$ cat src/rtl/tff_ctrl_pkg.sv
// Shared opcodes and FSM state encoding for the TFF cell command sequencer.
package tff_ctrl_pkg;

  localparam logic [1:0] OP_CLEAR = 2'b00;
  localparam logic [1:0] OP_WRITE = 2'b01;
  localparam logic [1:0] OP_READ  = 2'b10;
  localparam logic [1:0] OP_RSVD  = 2'b11;

  typedef enum logic [2:0] {
    ST_INIT = 3'd0,
    ST_IDLE = 3'd1,
    ST_CLR  = 3'd2,
    ST_WR   = 3'd3,
    ST_RD   = 3'd4,
    ST_RSP  = 3'd5
  } state_t;

endpackage

$ cat src/rtl/tff_sync.sv
// Multi-flop synchronizer bringing the asynchronous TFF cell outputs into clk.
module tff_sync #(
  parameter int W      = 4,
  parameter int STAGES = 2
) (
  input  logic         clk,
  input  logic         rstb,
  input  logic [W-1:0] d_i,
  output logic [W-1:0] q_o
);

  logic [W-1:0] stage_q [STAGES];

  always_ff @(posedge clk or negedge rstb) begin
    if (!rstb) begin
      for (int i = 0; i < STAGES; i++) stage_q[i] <= '0;
    end else begin
      stage_q[0] <= d_i;
      for (int i = 1; i < STAGES; i++) stage_q[i] <= stage_q[i-1];
    end
  end

  assign q_o = stage_q[STAGES-1];

endmodule

$ cat src/rtl/tff_ctrl.sv
// Command sequencer driving WE/RE/rstb strobes of a TFF cell bank.
// Define TFF_CTRL_AUTOCLEAR_EN to insert a one-cycle cell clear before every WRITE.
module tff_ctrl
  import tff_ctrl_pkg::*;
#(
  parameter int NCELLS      = 4,
  parameter int AW          = 2,
  parameter int DW          = 8,
  parameter int SYNC_STAGES = 2
) (
  input  logic              clk,
  input  logic              rstb,
  input  logic              cmd_valid,
  output logic              cmd_ready,
  input  logic [1:0]        cmd_op,
  input  logic [AW-1:0]     cmd_addr,
  input  logic [DW-1:0]     cmd_dur,
  output logic              rsp_valid,
  input  logic              rsp_ready,
  output logic [DW-1:0]     rsp_data,
  output logic              rsp_err,
  output logic [NCELLS-1:0] tff_we,
  output logic [NCELLS-1:0] tff_re,
  output logic [NCELLS-1:0] tff_rstb,
  input  logic [NCELLS-1:0] tff_out,
  output logic [2:0]        dbg_state_o
);

  // Handshakes: a command transfers on a clk edge where cmd_valid && cmd_ready,
  // a response transfers on an edge where rsp_valid && rsp_ready; a raised
  // valid holds its payload stable until that transfer.

  localparam logic [DW-1:0] CNT_MAX = '1;

  state_t            state_q, state_d;
  logic [1:0]        op_q, op_d;
  logic [AW-1:0]     addr_q, addr_d, addr_sel;
  logic [DW-1:0]     dur_q, dur_d, cnt_q, cnt_d, rsp_data_q, rsp_data_d;
  logic              ref_q, ref_d, rsp_err_q, rsp_err_d;
  logic [NCELLS-1:0] we_q, we_d, re_q, re_d, rstb_q, rstb_d;
  logic [NCELLS-1:0] tff_out_s, cell_mask;
  logic              cell_s, cmd_bad;

  tff_sync #(.W(NCELLS), .STAGES(SYNC_STAGES)) u_sync (
    .clk  (clk),
    .rstb (rstb),
    .d_i  (tff_out),
    .q_o  (tff_out_s)
  );

  // In IDLE the target comes straight from the command so strobes launch on the accept edge.
  assign addr_sel  = (state_q == ST_IDLE) ? cmd_addr : addr_q;
  assign cell_s    = tff_out_s[addr_sel];
  assign cell_mask = NCELLS'(1) << addr_sel;
  assign cmd_bad   = (int'(cmd_addr) >= NCELLS) || (cmd_op == OP_RSVD);

  always_comb begin
    state_d    = state_q;
    op_d       = op_q;
    addr_d     = addr_q;
    dur_d      = dur_q;
    cnt_d      = cnt_q;
    ref_d      = ref_q;
    rsp_data_d = rsp_data_q;
    rsp_err_d  = rsp_err_q;
    unique case (state_q)
      ST_INIT: state_d = ST_IDLE;
      ST_IDLE: begin
        if (cmd_valid) begin
          op_d       = cmd_op;
          addr_d     = cmd_addr;
          dur_d      = cmd_dur;
          cnt_d      = DW'(1);
          ref_d      = cell_s;
          rsp_data_d = '0;
          rsp_err_d  = 1'b0;
          if (cmd_bad) begin
            state_d   = ST_RSP;
            rsp_err_d = 1'b1;
          end else begin
            case (cmd_op)
              OP_CLEAR: state_d = ST_CLR;
              OP_WRITE: begin
                rsp_data_d = cmd_dur;
`ifdef TFF_CTRL_AUTOCLEAR_EN
                state_d = ST_CLR;
`else
                state_d = (cmd_dur == '0) ? ST_RSP : ST_WR;
`endif
              end
              default: state_d = ST_RD;
            endcase
          end
        end
      end
      ST_CLR: state_d = (op_q == OP_WRITE && dur_q != '0) ? ST_WR : ST_RSP;
      ST_WR: begin
        if (cnt_q == dur_q) state_d = ST_RSP;
        else                cnt_d   = cnt_q + DW'(1);
      end
      ST_RD: begin
        // A toggle on the final count still reports as a valid measurement.
        if (cell_s != ref_q) begin
          state_d    = ST_RSP;
          rsp_data_d = cnt_q;
        end else if (cnt_q == CNT_MAX) begin
          state_d    = ST_RSP;
          rsp_data_d = CNT_MAX;
          rsp_err_d  = 1'b1;
        end else begin
          cnt_d = cnt_q + DW'(1);
        end
      end
      ST_RSP: if (rsp_ready) state_d = ST_IDLE;
      default: state_d = ST_INIT;
    endcase
    we_d   = (state_d == ST_WR)  ? cell_mask  : '0;
    re_d   = (state_d == ST_RD)  ? cell_mask  : '0;
    rstb_d = (state_d == ST_CLR) ? ~cell_mask : '1;
  end

  always_ff @(posedge clk or negedge rstb) begin
    if (!rstb) begin
      state_q    <= ST_INIT;
      op_q       <= OP_CLEAR;
      addr_q     <= '0;
      dur_q      <= '0;
      cnt_q      <= '0;
      ref_q      <= 1'b0;
      rsp_data_q <= '0;
      rsp_err_q  <= 1'b0;
      we_q       <= '0;
      re_q       <= '0;
      rstb_q     <= '0;
    end else begin
      state_q    <= state_d;
      op_q       <= op_d;
      addr_q     <= addr_d;
      dur_q      <= dur_d;
      cnt_q      <= cnt_d;
      ref_q      <= ref_d;
      rsp_data_q <= rsp_data_d;
      rsp_err_q  <= rsp_err_d;
      we_q       <= we_d;
      re_q       <= re_d;
      rstb_q     <= rstb_d;
    end
  end

  assign cmd_ready   = (state_q == ST_IDLE);
  assign rsp_valid   = (state_q == ST_RSP);
  assign rsp_data    = rsp_data_q;
  assign rsp_err     = rsp_err_q;
  assign tff_we      = we_q;
  assign tff_re      = re_q;
  assign tff_rstb    = rstb_q;
  assign dbg_state_o = state_q;

endmodule

$ cat config.mk
export PLATFORM = sky130hd
export DESIGN_NAME = tff_ctrl
export DESIGN_NICKNAME = d
export VERILOG_FILES = /design/src/rtl/tff_ctrl_pkg.sv /design/src/rtl/tff_sync.sv /design/src/rtl/tff_ctrl.sv
export SDC_FILE = /design/constraint.sdc
export NUM_CORES = 1
export LEC_CHECK = 0
export BUFFER_PORTS_ARGS = -buffer_cell sky130_fd_sc_hd__buf_2
export CAP_MARGIN = 20
export CORE_MARGIN = 2
export CORE_UTILIZATION = 40
export DETAILED_ROUTE_END_ITERATION = 10
export PLACE_DENSITY = 0.71
export SLEW_MARGIN = 20
export SYNTH_ARGS = -nofsm -noshare
export SYNTH_HDL_FRONTEND = slang
export SYNTH_SLANG_ARGS = --single-unit
$ cat constraint.sdc
create_clock -name clk -period 3.4 [get_ports clk]
set_input_delay 0.85 -clock clk [delete_from_list [all_inputs] [get_ports clk]]
set_output_delay 0.85 -clock clk [all_outputs]
set_load 0.1 [all_outputs]
# Yosys cells after proc, flatten, opt, wreduce, memory -nomap -nowiden

Index checks and enable logic that the tools add are counted.

Input port bits: 20
Logic and storage cells: 80
Output and inout bits: 26
Flip-flop bits (word level): 53

Reduce and logical (&&, ||, !) cells: 11
Add/sub/neg operators: 1
Equality and inequality tests: 20
Order comparisons: 1
Shifts and indexed selects: 1
Bitwise gates (word level): 1
Muxes and demuxes: 32

Operators with widths:

| operator                                                              | count |
|---|---|
| 8-bit two-way mux                                                     | 9 |
| 3-bit two-way mux                                                     | 8 |
| 8-bit one-hot mux with 3 select lines                                 | 1 |
| 3-bit one-hot mux with 6 select lines                                 | 1 |
| 8-bit one-hot mux with 2 select lines                                 | 1 |
| 3-bit by 2-bit == test with 1-bit output (second input constant)      | 4 |
| 4-bit two-way mux                                                     | 3 |
| 2-bit inequality test (second input constant)                         | 5 |
| 3-bit == test (second input constant)                                 | 3 |
| 8-bit by 1-bit adder with 8-bit output (second input constant)        | 1 |
| 8-bit == test                                                         | 1 |
| 8-bit == test (second input constant)                                 | 1 |
| 8-bit logical NOT                                                     | 1 |
| 8-bit nonzero test                                                    | 1 |
| 3-bit one-hot mux with 2 select lines                                 | 1 |
| 1-bit two-way mux                                                     | 5 |
| 5-bit AND reduction                                                   | 1 |
| 2-bit by 1-bit == test with 1-bit output (second input constant)      | 2 |
| 4-bit inverter                                                        | 1 |
| 4-bit AND reduction                                                   | 1 |
| 1-bit by 2-bit left shift with 4-bit output (first input constant)    | 1 |
| 3-bit by 1-bit == test with 1-bit output (second input constant)      | 1 |
| 3-bit logical NOT                                                     | 1 |
| 2-bit by 3-bit < comparator with 1-bit output (second input constant) | 1 |
| other kinds (12)                                                      | 12 |

# Logic depth before layout (Yosys ltp)

Gate-level depths: netlist of run 1.

Word-level depth: 9
Mapped depth: 11
Mapped depth without buffers: 8

# Cells and area by module

Synthesis of run 1 repeated with hierarchy kept, for this count alone.

Cells, all modules: 263
Area total of the unflattened synthesis: 2558.7 µm²

Modules (own cells, without submodules):

| module   | times used | sequential area each (µm²) | area an instance (µm²) | cells each |
|---|---|---|---|---|
| tff_ctrl | 1          | 1126.1                     | 2328.5                 | 251 |
| tff_sync | 1          | 200.2                      | 230.2                  | 12 |

# Least setup slack after synthesis of run 1

Ideal clock, no wire load.

Kind: register to output
Start: register state_q[0] (netlist: dbg_state_o[0])
End: output rsp_valid
Arrival: 3264 ps
Required time: 2550 ps
Setup slack: -714 ps
Stages on the path, launching flop included: 3
Cell sequence: dfrtp_1 -> inv_1 -> nor3_1

Longest elaborated chain between the ends: 1

RTL lines:

| what                   | RTL line        | source |
|---|---|---|
| from (decl)            | tff_ctrl.sv:35  | `state_t state_q, state_d;` |
| from (signal assigned) | tff_ctrl.sv:136 | `state_q <= state_d;` |
| 3-bit == test          | tff_ctrl.sv:151 | `assign rsp_valid = (state_q == ST_RSP);` |
| to (decl)              | tff_ctrl.sv:18  | `output logic rsp_valid,` |

No other way between the ends.

# Final worst setup path of run 1

Start: register state_q[1] (netlist: dbg_state_o[1])
End: output cmd_ready

Longest elaborated chain between the ends: 1

RTL lines:

| what                                     | RTL line        | source |
|---|---|---|
| 3-bit by 1-bit == test with 1-bit output | tff_ctrl.sv:150 | `assign cmd_ready = (state_q == ST_IDLE);` |
| to (decl)                                | tff_ctrl.sv:14  | `output logic cmd_ready,` |

No other way between the ends.

==> results.yml, run 1 <==
yosys:
  synthSimpleGateAreaFrac_pct: 23.3
  synth_adder_area_share_pct: 0.489
  ys_seq_area_share_pct: 51.9
  yosys.cell_types.count: 51
  async_flop_share_pct: 100
  synth_compound_area_share_pct: 14.1
  synth_area_mm2: 0.00256
  syn-instance-count: 265
  syn_area_per_cell_um2: 9.65
  synthMuxAreaShare_pct: 3.03
  synth_commonest_cells: "dfrtp_1 (53), nand2_1 (49), nor2_1 (31)"
  synth_flop_cell: "dfrtp_1"
  synth_warnings: 0
  synth_fp_nets: 286
  synth_area_leaders: "dfrtp_1 (52%), nand2_1 (7.2%), nor2_1 (4.6%), a21oi_1 (3.3%), xor2_1 (2.7%)"
  synth_most_common_cell: "dfrtp_1"
  yosysTopAreaCellShare_pct: 51.9
  synth_top_family_by_area: "simple AND/OR/NAND/NOR gates"
  synth_edf_count: 0
  synth.ff_latch_count: 53
  synth-xor-area-share_pct: 3.38
  synth_top_area_cell: "dfrtp_1"
global_route:
  grt_pass1_vias: 2001
  groute.layer.met2.usage_pct: 26.2
  grt_overflow: 0
  gr-usage-met3_pct: 2.97
  grt_first_pass_wirelength_mm: 9.86
  grt_max_degree: 35
  antenna_found_initial: 0
  use_met1_pct: 25.8
  grt_usage_pct: 17.5
  grt_busiest_layer: "met2"
pwr:
  p_clk_share_pct: 11.4
  power.net_switching_mw: 1.71
  p_int_mw: 1.36
  p_leak_nw: 1.40
  seq_power_share_pct: 31.9
  switching_share_pct: 55.8
  comb_power_share_pct: 56.7
  irDropWorstVdd_v: 0.000528
  power.density_mw_per_mm2: 1050
floorplan:
  ios: 46
  fp.dieW_um: 83.9
  initial_core_util_pct: 40.7
  fp.dieArea_mm2: 0.00705
  placementRows: 29
  die_y_um: 83.9
  coreArea_mm2: 0.00628
outcome:
  status: "complete, no violations"
sta:
  fmax_ghz: 0.369
  period_minus_slack_ns: 2.71
  slew_viol_final: 0
  worst_pin_slew_ns: 0.739
  finalSetupTns_ns: 0
  post-route-period-util_pct: 79.8
  rsz0062_at_grt: "false"
  setup_viol_count_final: 0
  finalClockSkew_ns: 0.00750
  fin_hold_ws_ns: 0.355
  hold_violations: 0
  timing.slew.headroom_pct: 50.8
clock_tree:
  postCtsSetupBuffers: 0
  cts_buffer_depth: 2
  tritoncts: "done"
  path_clk_slew_ns: 0.09
  cts_root_buf: "clkbuf_8"
  cts_resized: 0
  cts-buffers-inserted: 5
  clock_latency_ns: 0.30
  hold_buffers: 0
  cts.sinks: 53
  cts_htree_levels: 2
place:
  gp_congestion: 0.862
  hpwlAfterDp_mm: 4.27
  dpl.cell_count: 380
  port_buffers: 45
layout:
  area_delta_synth_final_pct: 14.8
  num_antenna_cells: 0
  multi_input_area_mm2: 0.00114
  fill_cells: 594
  final-instance-count-excl-fill: 388
  fin_nets: 331
  final_util_pct: 46.7
  drive_above_1_share_pct: 21.9
  seq_area_mm2: 0.00133
worst_setup_path:
  cp.arrival_ns: 1.86
  cp_max_fo: 10
  startpoint_type: "register"
  crit_type: "reg2out"
  end_kind: "output pin"
  cp.required_ns: 2.55
drt:
  via_count: 2080
  dr.pass1.iters: 4
  wl_per_cell_um: 14.9
  drtIter0Drc: 133
  totalWireLength_mm: 5.79
  routed_via_density: 5.36
  ant_nets: 0
  route.detailed.drc: 0
min_path:
  hold_path_class: "reg2reg"
job:
  max_cap_viol_count: 0
[worst paths after layout]
kind                                                end  depth (start not counted)  slack (ns)                        start
worst max-delay path                          cmd_ready                          3        0.69     dbg_state_o[1]$_DFF_PN0_
worst min-delay path            u_sync.q_o[2]$_DFF_PN0_                          0        0.35  u_sync.stage_q[6]$_DFF_PN0_
worst max register to register     cnt_q[3]$_DFFE_PN0P_                          7        0.73     dbg_state_o[1]$_DFF_PN0_
worst min register to register  u_sync.q_o[2]$_DFF_PN0_                          0        0.35  u_sync.stage_q[6]$_DFF_PN0_
max in group asynchronous          cnt_q[2]$_DFFE_PN0P_                          2        2.15                         rstb
min in group asynchronous         addr_q[0]$_DFFE_PN0P_                          1        0.60                         rstb
[cells by family after synthesis]
kind of cell | count (synthesis)
AND/OR/NAND/NOR | 127
multiplexers | 7
flip-flops | 53
AO/OA/AOI/OAI | 50
XOR/XNOR | 9
adder cells (fa/ha/maj) | 1
buffers and inverters | 18
[power groups by stage]
stage	registers, mW	clock network (mW)	logic, mW
6_report	0.978	0.349	1.74
2_1_floorplan	1.63	0	0.800
3_5_place_dp	0.993	0	1.74
5_1_grt	1.01	0.386	1.86
3_3_place_gp	0.985	0	1.72
4_1_cts	0.980	0.364	1.75
[layer usage]
metal | vias to the layer above | part of all wire [%]
li1 | 1019 | -
met1 | 997 | 47
met2 | 56 | 46
met3 | 8 | 5.0
met4 | 0 | 1.4
met5 | - | 0
[state kept, by name, indices dropped and copies added, names as in the netlist]
| signal | flops |
|---|---|
| rsp_err | 1 |
| rsp_data | 8 |
| dur_q | 8 |
| cnt_q | 8 |
| tff_rstb | 4 |
| dbg_state_o | 3 |
| tff_re | 4 |
| u_sync.q_o | 4 |
| op_q | 2 |
| u_sync.stage_q | 4 |
| addr_q | 2 |
| tff_we | 4 |
| ref_q | 1 |
[critical path: stages, from the launching register on]
cell	delay [ns]
dfrtp_1	0.48
or3b_1	0.53
clkinv_4	0.12
buf_2	0.43
[final cells by class]
class | count | share of cell area, %
clock buffer | 6 | 2.47
clock inverter | 2 | 0.512
inverter | 7 | 1.07
multi-input combinational | 194 | 38.8
sequential | 53 | 45.2
tap | 77 | 3.28
timing repair buffer | 49 | 8.70
[per-stage QoR]
step	cell area, µm²	setup slack, ns	power [mW]
finish	2930	0.688	3.07
global route	2930	0.551	3.26
CTS	2930	0.673	3.09
detailed placement	2850	0.743	2.73
global placement	2850	0.790	2.71
floorplan	2560	0.110	2.43
[cell usage in the layout, fill, tap and decap left out, types with 2 or more instances in the layout]
| cell type | netlist | final |
|---|---|---|
| clkbuf_8 | 0 | 5 |
| o211ai_1 | 2 | 2 |
| nand2_1 | 49 | 49 |
| nor2b_1 | 3 | 3 |
| a211o_1 | 2 | 2 |
| and2_1 | 2 | 2 |
| nand3_1 | 11 | 11 |
| nor4_1 | 5 | 5 |
| nor2_1 | 31 | 31 |
| mux2i_1 | 4 | 4 |
| nor3_1 | 7 | 6 |
| or3_1 | 3 | 3 |
| o21ai_0 | 4 | 4 |
| xor2_1 | 8 | 8 |
| a21oi_1 | 17 | 17 |
| inv_1 | 5 | 5 |
| buf_4 | 0 | 4 |
| nand2b_1 | 4 | 4 |
| nand3b_1 | 3 | 3 |
| buf_2 | 2 | 45 |
| o31ai_1 | 5 | 5 |
| a211oi_1 | 9 | 9 |
| dfrtp_1 | 53 | 53 |
| clkinvlp_4 | 0 | 2 |
Power figures use the tool's default switching activity.
==> run 2: changes to the inputs <==
==> constraint.sdc (replaced) <==
create_clock -name clk -period 2.5 [get_ports clk]
set_input_delay 0.625 -clock clk [delete_from_list [all_inputs] [get_ports clk]]
set_output_delay 0.625 -clock clk [all_outputs]
set_load 0.1 [all_outputs]
==> run 2 against run 1 <==
  * Wire length rose by 6.7%
  * Critical path depth up 4
  * Largest power group unchanged
  * Cell area up 8.1%
==> results.yml, run 2 (synthesized netlist as in run 1, its figures left out) <==
worst_setup_path:
  startpoint_type: "register"
  r2r_slack_ns: 0.14
  crit_cells: 7
  r2r-end: "cnt_q[7]$_DFFE_PN0P_"
  r2r_start: "dbg_state_o[1]$_DFF_PN0_"
  cp.required_ns: 2.70
  slowest_delay_ns: 0.48
  critPathBufInv: 1
  critPathTopFamily: "simple AND/OR/NAND/NOR gates"
  end_kind: "register"
  crit_start: "dbg_state_o[1]$_DFF_PN0_"
  cp_slowest_cell: "dfrtp_4"
  reg2reg_depth: 7
  cp.arrival_ns: 2.55
  worstPathCellList: "or3b_4, clkinv_8, mux2i_4, xnor2_2, o211ai_4, or3_4, o311a_1"
  crit_type: "reg2reg"
  cp_max_fo: 8
sta:
  slew_viol_final: 0
  setup_viol_count_final: 0
  rsz0062_at_grt: "false"
  post-route-period-util_pct: 94.2
  fmax_ghz: 0.425
  period_minus_slack_ns: 2.36
  worst_slack_ns: 0.145
  finalClockSkew_ns: 0.00691
  hold_violations: 0
  worst_pin_slew_ns: 0.629
  timing.slew.headroom_pct: 58.1
layout:
  final_area_mm2: 0.00317
  fin_nets: 344
  num_antenna_cells: 0
  drive_above_1_share_pct: 30.9
  area_delta_synth_final_pct: 24.1
  final_cell_mix: "dfrtp_1 (50), nand2_1 (49), buf_2 (44)"
  final_util_pct: 50.5
  layout_commonest_cell: "dfrtp_1"
  fill_cells: 582
floorplan:
  die_y_um: 83.9
  ios: 46
  fp.dieW_um: 83.9
  initial_core_util_pct: 40.7
  fp.dieArea_mm2: 0.00705
  coreArea_mm2: 0.00628
  placementRows: 29
place:
  pre_cts_slack_ns: 0.0753
  port_buffers: 45
  dpl_cell_area_mm2: 0.00308
  gp_congestion: 0.843
  hpwlAfterDp_mm: 4.51
pwr:
  irDropWorstVdd_v: 0.000998
  finalPower_mw: 4.55
  power.density_mw_per_mm2: 1430
  p_leak_nw: 1.50
clock_tree:
  hold_buffers: 0
  path_clk_slew_ns: 0.10
  tritoncts: "done"
  clock_latency_ns: 0.31
  cts-buffers-inserted: 5
  cts_htree_levels: 2
  cts_buffer_depth: 2
  postCtsSetupBuffers: 0
  cts.sinks: 53
  cts_root_buf: "clkbuf_8"
global_route:
  antenna_found_initial: 0
  groute.layer.met2.usage_pct: 28.7
  grt_usage_pct: 17.9
  use_met1_pct: 23.9
  gr-usage-met3_pct: 5.34
  grt_pass1_vias: 2033
  grt_first_pass_wirelength_mm: 10.0
  grt_busiest_layer: "met2"
  grt_max_degree: 28
  grt_overflow: 0
job:
  max_cap_viol_count: 0
outcome:
  status: "complete, no violations"
drt:
  drtIter0Drc: 129
  totalWireLength_mm: 6.18
  via_count: 2166
  routed_via_density: 5.40
  dr.pass1.iters: 4
  ant_nets: 0
  route.detailed.drc: 0
  wl_per_cell_um: 15.4
min_path:
  hold_path_class: "in2async"
run 2: cell types whose count changed in the layout (fill, tap and decap cells not counted), moves of 3 or more:
cell | previous run | this run
a211oi_2 | 0 | 8
dfrtp_1 | 53 | 50
buf_4 | 4 | 15
a211oi_1 | 9 | 1
buf_12 | 0 | 3
run 2: worst max-delay path by stage:
| stage | to | slack (ns) |
|---|---|---|
| global route | cnt_q[7]$_DFFE_PN0P_ | 0.05 |
| global placement | cnt_q[3]$_DFFE_PN0P_ | 0.13 |
| detailed placement | cnt_q[3]$_DFFE_PN0P_ | 0.08 |
| CTS | cnt_q[7]$_DFFE_PN0P_ | 0.07 |
| finish | cnt_q[7]$_DFFE_PN0P_ | 0.14 |
| floorplan | rsp_valid | -0.23 |
run 2: metrics by stage:
stage	setup TNS (ns)	hold WS [ns]	cells
6_report	0	0.322	401
5_1_grt	0	0.365	401
4_1_cts	0	0.334	401
3_5_place_dp	0	0.336	393
3_3_place_gp	0	0.331	393
2_1_floorplan	-1.81	0.329	265
run 2: layout make-up:
type / count / area (µm²) / share of cell area [%]
Clock buffer: 6 / 72.6 / 2.29
Clock inverter: 2 / 15.0 / 0.473
Inverter: 7 / 38.8 / 1.22
Multi-Input combinational cell: 194 / 1220 / 38.6
Sequential cell: 53 / 1330 / 42.0
Tap cell: 77 / 96.3 / 3.04
Timing Repair Buffer: 62 / 393 / 12.4
run 2: power breakdown:
part | switching [mW] | internal [mW] | total (mW) | leakage, nW
registers | 0.175 | 1.12 | 1.29 | 0.645
clock network | 0.286 | 0.198 | 0.484 | 0.0374
logic | 1.99 | 0.785 | 2.77 | 0.815
total | 2.45 | 2.10 | 4.55 | 1.50
run 2: repair_timing:
item                                    in CTS  in global routing
hold endpoints to repair                     0                  0
endpoints found under the setup margin       0                  1
resized for setup                            0                  1
run 2: per-layer routing:
layer | share of wire [%] | wire length, µm | up-vias
met3 | 7.6 | 471 | 6
met5 | 0 | 0 | -
li1 | - | - | 1036
met1 | 47 | 2890 | 1041
met4 | 0.70 | 43 | 0
met2 | 45 | 2770 | 83
